**src/rtl/booth_seq_mult_if.sv**
```systemverilog
// Handshake bundle for the sequential Booth multiplier: operand channel
// (in_valid/in_ready), result channel (out_valid/out_ready) and status.
interface booth_seq_mult_if #(
  parameter int WIDTH = 16
);
  logic               in_valid;
  logic               in_ready;
  logic [WIDTH-1:0]   a;
  logic [WIDTH-1:0]   b;
  logic               signed_mode;
  logic               out_valid;
  logic               out_ready;
  logic [2*WIDTH-1:0] z;
  logic               busy;

  // Producer/consumer side (drives operands, accepts products)
  modport master (
    output in_valid, a, b, signed_mode, out_ready,
    input  in_ready, out_valid, z, busy
  );

  // Multiplier side
  modport slave (
    input  in_valid, a, b, signed_mode, out_ready,
    output in_ready, out_valid, z, busy
  );
endinterface

```
**src/rtl/booth_seq_mult.sv**
```systemverilog
// Iterative radix-2 Booth multiplier. Operands are extended to WIDTH+1 bits
// so one datapath covers signed and unsigned products; one Booth step per
// clock through a single shared adder, WIDTH+1 steps per product.
module booth_seq_mult #(
  parameter int WIDTH = 16
) (
  input logic           clk,
  input logic           rst_n,
  booth_seq_mult_if.slave bus
);

  localparam int CW = $clog2(WIDTH + 2);

  typedef enum logic [1:0] {
    IDLE = 2'd0,
    CALC = 2'd1,
    DONE = 2'd2
  } state_t;

  state_t             state;
  state_t             state_nxt;

  logic [WIDTH:0]     acc;        // accumulator A
  logic [WIDTH:0]     q;          // multiplier Q (extended)
  logic [WIDTH:0]     m;          // multiplicand M (extended)
  logic               q_m1;       // Q[-1]
  logic [CW-1:0]      cnt;
  logic [2*WIDTH-1:0] product;

  logic [WIDTH+1:0]   addend;
  logic               add_cin;
  logic [WIDTH+1:0]   sum;
  logic [2*WIDTH+1:0] shifted;

  // Shared adder/subtractor: sum is one bit wider than A so the following
  // arithmetic shift always sees the true sign of A +/- M.
  always_comb begin
    addend  = '0;
    add_cin = 1'b0;
    case ({q[0], q_m1})
      2'b01: begin
        addend  = {m[WIDTH], m};
        add_cin = 1'b0;
      end
      2'b10: begin
        addend  = ~{m[WIDTH], m};
        add_cin = 1'b1;
      end
      default: begin
        addend  = '0;
        add_cin = 1'b0;
      end
    endcase
    sum     = {acc[WIDTH], acc} + addend + {{(WIDTH + 1){1'b0}}, add_cin};
    shifted = {sum, q[WIDTH:1]};
  end

  // State register
  always_ff @(posedge clk or negedge rst_n) begin
    if (!rst_n) begin
      state <= IDLE;
    end else begin
      state <= state_nxt;
    end
  end

  // Next-state logic and handshake/status outputs decoded from state
  always_comb begin
    state_nxt     = state;
    bus.in_ready  = 1'b0;
    bus.out_valid = 1'b0;
    bus.busy      = 1'b0;
    case (state)
      IDLE: begin
        bus.in_ready = 1'b1;
        if (bus.in_valid) begin
          state_nxt = CALC;
        end else begin
          state_nxt = IDLE;
        end
      end
      CALC: begin
        bus.busy = 1'b1;
        if (cnt == CW'(1)) begin
          state_nxt = DONE;
        end else begin
          state_nxt = CALC;
        end
      end
      DONE: begin
        bus.busy      = 1'b1;
        bus.out_valid = 1'b1;
        if (bus.out_ready) begin
          state_nxt = IDLE;
        end else begin
          state_nxt = DONE;
        end
      end
      default: begin
        state_nxt = IDLE;
      end
    endcase
  end

  // Datapath: operand capture on acceptance, one Booth step per CALC cycle,
  // product latched on the final step and held until the next one.
  always_ff @(posedge clk or negedge rst_n) begin
    if (!rst_n) begin
      acc     <= '0;
      q       <= '0;
      m       <= '0;
      q_m1    <= 1'b0;
      cnt     <= '0;
      product <= '0;
    end else begin
      case (state)
        IDLE: begin
          if (bus.in_valid) begin
            m    <= {bus.signed_mode & bus.a[WIDTH-1], bus.a};
            q    <= {bus.signed_mode & bus.b[WIDTH-1], bus.b};
            acc  <= '0;
            q_m1 <= 1'b0;
            cnt  <= CW'(WIDTH + 1);
          end
        end
        CALC: begin
          acc  <= shifted[2*WIDTH+1:WIDTH+1];
          q    <= shifted[WIDTH:0];
          q_m1 <= q[0];
          cnt  <= cnt - CW'(1);
          if (cnt == CW'(1)) begin
            product <= shifted[2*WIDTH-1:0];
          end
        end
        default: begin
          cnt <= cnt;
        end
      endcase
    end
  end

  assign bus.z = product;

endmodule

```
**src/flat_wrapper.sv**
```systemverilog
// flat-port wrapper written by rule: the top's interface ports become plain ports
module booth_seq_mult_flat 
#(
  parameter int WIDTH = 16
)
  (clk, rst_n, bus_in_valid, bus_a, bus_b, bus_signed_mode, bus_out_ready, bus_in_ready, bus_out_valid, bus_z, bus_busy);
  booth_seq_mult_if #(.WIDTH(WIDTH)) bus_i ();
  input logic clk;
  input logic rst_n;
  input wire logic [$bits(bus_i.in_valid)-1:0] bus_in_valid;
  input wire logic [$bits(bus_i.a)-1:0] bus_a;
  input wire logic [$bits(bus_i.b)-1:0] bus_b;
  input wire logic [$bits(bus_i.signed_mode)-1:0] bus_signed_mode;
  input wire logic [$bits(bus_i.out_ready)-1:0] bus_out_ready;
  output wire logic [$bits(bus_i.in_ready)-1:0] bus_in_ready;
  output wire logic [$bits(bus_i.out_valid)-1:0] bus_out_valid;
  output wire logic [$bits(bus_i.z)-1:0] bus_z;
  output wire logic [$bits(bus_i.busy)-1:0] bus_busy;
  assign bus_i.in_valid = bus_in_valid;
  assign bus_i.a = bus_a;
  assign bus_i.b = bus_b;
  assign bus_i.signed_mode = bus_signed_mode;
  assign bus_i.out_ready = bus_out_ready;
  assign bus_in_ready = bus_i.in_ready;
  assign bus_out_valid = bus_i.out_valid;
  assign bus_z = bus_i.z;
  assign bus_busy = bus_i.busy;
  booth_seq_mult #(.WIDTH(WIDTH)) u_core (.clk(clk), .rst_n(rst_n), .bus(bus_i));
endmodule
```
**config.mk**
```make
export PLATFORM = sky130hd
export DESIGN_NAME = booth_seq_mult_flat
export DESIGN_NICKNAME = d
export VERILOG_FILES = /design/src/rtl/booth_seq_mult_if.sv /design/src/rtl/booth_seq_mult.sv /design/src/flat_wrapper.sv
export SDC_FILE = /design/constraint.sdc
export NUM_CORES = 1
export LEC_CHECK = 0
export BUFFER_PORTS_ARGS = -buffer_cell sky130_fd_sc_hd__clkbuf_2
export CORE_MARGIN = 3
export CORE_UTILIZATION = 23
export CTS_CLUSTER_DIAMETER = 60
export DETAILED_ROUTE_END_ITERATION = 7
export GPL_ROUTABILITY_DRIVEN = 1
export SYNTH_ARGS = -nofsm -noshare
export SYNTH_HDL_FRONTEND = slang
export SYNTH_SLANG_ARGS = --single-unit
```
**constraint.sdc**
```tcl
create_clock -name clk -period 5 [get_ports clk]
set_input_delay 1 -clock clk [delete_from_list [all_inputs] [get_ports clk]]
set_output_delay 1 -clock clk [all_outputs]
set_load 0.02 [all_outputs]
```
==> metrics.txt <==
dpl ws 1.597 ns; routed via count around 3900; cells on worst reg2reg path 11; HPWL Detailed ~8700 µm; Initial Util 23.85%; clock skew around 0.011 ns; unrepaired setup endpoints after global routing no; Port-buffer cells 71; GRT met1 Usage about 15%; LEAKAGE 0.002773 µW; root buffer cell clkbuf_16; antenna violations before repair 1; critical path peak fanout 18; final setup TNS 0 ns; DR WL/cell about 14 µm; fmax around 300 MHz; multi-input logic area approximately 2500 µm²; Crit Path Class reg2reg; Critical Path Sink Type flop; Final setup violation count 0; Final WS setup ~1.6 ns; antenna cells 0; max_cap viols 0; first-pass GRT wire length ~21000 µm; switching pwr between 1500 and 2000 µW; sequential fraction of the synthesis area between 40% and 50%; die width 152.2 µm; Die Area 23180 µm²; layout cell share with drive strength beyond 1 21.35%; final hold vios 0; measured slew at the worst slew-check pin between 1 and 1.5 ns; # hold bufs at CTS 0; vias per cell roughly 4.6; fillers between 2000 and 2500; routing usage on met3 2.925%; global routing's busiest layer met2; core area ~21000 µm²; yosys warns 0; Main synth FF type dfrtp_1; CP required about 5.3 ns; worst hold stages 2; worst skew pair latency 0.34 ns; CTS tree built; vias in the first global route between 3000 and 4000; run status completed; post-cts sizing count 0; Syn Nets roughly 570; Async S/R FF share, synth 100.0%; flops & latches, synth just over 90; Post-synth EDFFs 0; ANT nets after route 0; fin area around 5900 µm²; largest net degree at the start of global routing 60; Register Area between 2000 and 2500 µm²; Worst EP arrival 3.66 ns; met2 usage about 17%; Pwr Density between 600 and 700 nW/µm²; Final min period 3.412 ns; CP Launch Type flop; CTS Buf Count 9; nets@finish between 600 and 700; First-pass DRT Iterations 4; Placer Congestion 0.8416; Unique masters post-synth 57; clock slew at reported path FFs about 0.080 ns; Comb pwr share between 40% and 50%; Post-Route WL approximately 12000 µm; Sw Ratio between 40% and 50%; Syn Std Cell Area 4918 µm²; Mapped Cells between 500 and 600; Final period util 68.24%; Placed Area around 5600 µm²; area delta synth->final 19.16%; Die Height approximately 150 µm; min-delay worst type reg2reg; clk sink count 91; Boundary Pins 72; CTS H-tree depth 3; Iter 0 DRT Violations ~130; row count between 50 and 60; Flop pwr share between 30% and 40%; deepest clock path buffer count 2; Remaining DRCs 0; Slew headroom between 20% and 30%; placed instance count between 800 and 900; internal power 2223 µW; Peak VDD IR 0.2294 mV; Non-Filler Instances 846; Global Route Usage Sum a little over a tenth; final-report max-slew violation count 0; gr ovfl total 0; Clock power frac ~18%; Setup Buffers After CTS 0; post-synthesis average cell area between 9 and 10 µm²
[Yosys cell counts (2+ instances only)]
cell | instances | area [µm²]
or4_1 | 7 | 52.55
inv_1 | 9 | 33.78
xnor2_1 | 6 | 52.55
and3_1 | 3 | 18.77
o21ai_1 | 2 | 10.01
a2111oi_0 | 2 | 17.52
buf_1 | 2 | 7.510
and2_1 | 3 | 18.77
a32o_1 | 2 | 20.02
nand2b_1 | 8 | 50.05
nor4_1 | 2 | 12.51
ha_1 | 23 | 287.8
o21a_1 | 7 | 52.55
mux2i_1 | 19 | 190.2
buf_2 | 8 | 40.04
nand3b_1 | 2 | 15.01
o21ai_0 | 52 | 260.3
a21o_1 | 9 | 67.56
xor2_1 | 4 | 35.03
a32oi_1 | 2 | 17.52
nand4_1 | 3 | 18.77
nand3_1 | 9 | 45.04
a31o_1 | 3 | 26.28
clkbuf_1 | 19 | 71.32
dfrtp_1 | 91 | 2277
o211ai_1 | 4 | 30.03
o31ai_1 | 6 | 45.04
a21oi_1 | 16 | 80.08
mux2_2 | 21 | 236.5
a22o_1 | 3 | 26.28
nor3_1 | 6 | 30.03
nor2b_1 | 6 | 37.54
nand2_1 | 121 | 454.2
nor2_1 | 9 | 33.78
[metrics by stage]
stage | utilization [%] | power, µW | hold slack, ns
2_1_floorplan | - | 2718 | 0.4498
3_3_place_gp | 26.92 | 3248 | 0.4620
3_5_place_dp | 26.92 | 3277 | 0.4613
4_1_cts | 28.42 | 4013 | 0.4814
5_1_grt | 28.42 | 4307 | 0.5075
6_report | 28.42 | 3963 | 0.4785
[cell type report]
| type | instances | area share, % |
|---|---|---|
| Multi-Input combinational cell | 383 | 42.68 |
| Sequential cell | 91 | 38.86 |
| Timing Repair Buffer | 77 | 6.874 |
| Tap cell | 270 | 5.764 |
| Clock buffer | 9 | 3.843 |
| Clock inverter | 7 | 1.409 |
| Inverter | 9 | 0.5764 |
[cell families (layout without fill, tap and decap cells)]
group                      Yosys count  after routing  synth area share (%)
and+or+nand+nor                    185            185                 17.02
AOI/OAI and AO/OA                  124            124                 16.87
buffers and inverters               38            102                 3.104
adders and majority gates           24             24                 6.258
DFF                                 91             91                 46.30
muxes                               40             40                 8.675
xor gates and xnor gates            10             10                 1.781
[critical path, cell delays in order, from the launching register on]
cell       delay, ns
dfrtp_1         0.42
nand2b_1        0.47
o21ai_0         0.16
ha_1            0.33
nand3b_1        0.12
nor2b_1         0.17
fa_1            0.40
nor2b_1         0.20
o2111ai_2       0.25
a311oi_4        0.47
nor3_1          0.12
o31ai_1         0.22
[cell usage in the layout, fill, tap and decap left out, types with 7 or more instances in the layout]
cell	n
buf_4	7
o21ai_0	52
inv_1	9
ha_1	23
nand2_1	121
or4_1	7
o21a_1	7
mux2i_1	18
dfrtp_1	91
a21oi_1	16
nor2_1	9
a21o_1	9
mux2_2	21
nand2b_1	8
nand3_1	9
clkbuf_2	70
clkbuf_16	9
[power by group through the flow]
stage | Combinational [µW] | Sequential (µW) | Clock (µW)
floorplan | 1350 | 1370 | 0
global placement | 1950 | 1290 | 0
detailed placement | 1980 | 1300 | 0
CTS | 1990 | 1290 | 735
global route | 2210 | 1330 | 765
finish | 1960 | 1290 | 710
[worst paths after layout]
path | from | to | slack [ns]
max in group asynchronous | rst_n | u_core.bus.z[26] | 3.30
min in group asynchronous | rst_n | u_core.bus.z[11] | 0.72
min | u_core.bus.z[1] | u_core.bus.z[1] | 0.48
max | u_core.q[0] | u_core.acc[11] | 1.59
min reg2reg | u_core.bus.z[1] | u_core.bus.z[1] | 0.48
max reg2reg | u_core.q[0] | u_core.acc[11] | 1.59
[state kept, by name (all words and copies together), names as in the netlist]
| signal | count |
|---|---|
| u_core.bus.z | 32 |
| u_core.acc | 17 |
| u_core.m | 17 |
| u_core.q | 17 |
| u_core.cnt | 5 |
| u_core.state | 2 |
| u_core.q_m1 | 1 |
[per-layer routing]
layer / share of wire, % / vias up
met3: 5.2 / 10
met5: 0.11 / -
met4: 0.52 / 2
met2: 46 / 71
li1: - / 1927
met1: 48 / 1848
(Power assumes the default switching activity.)
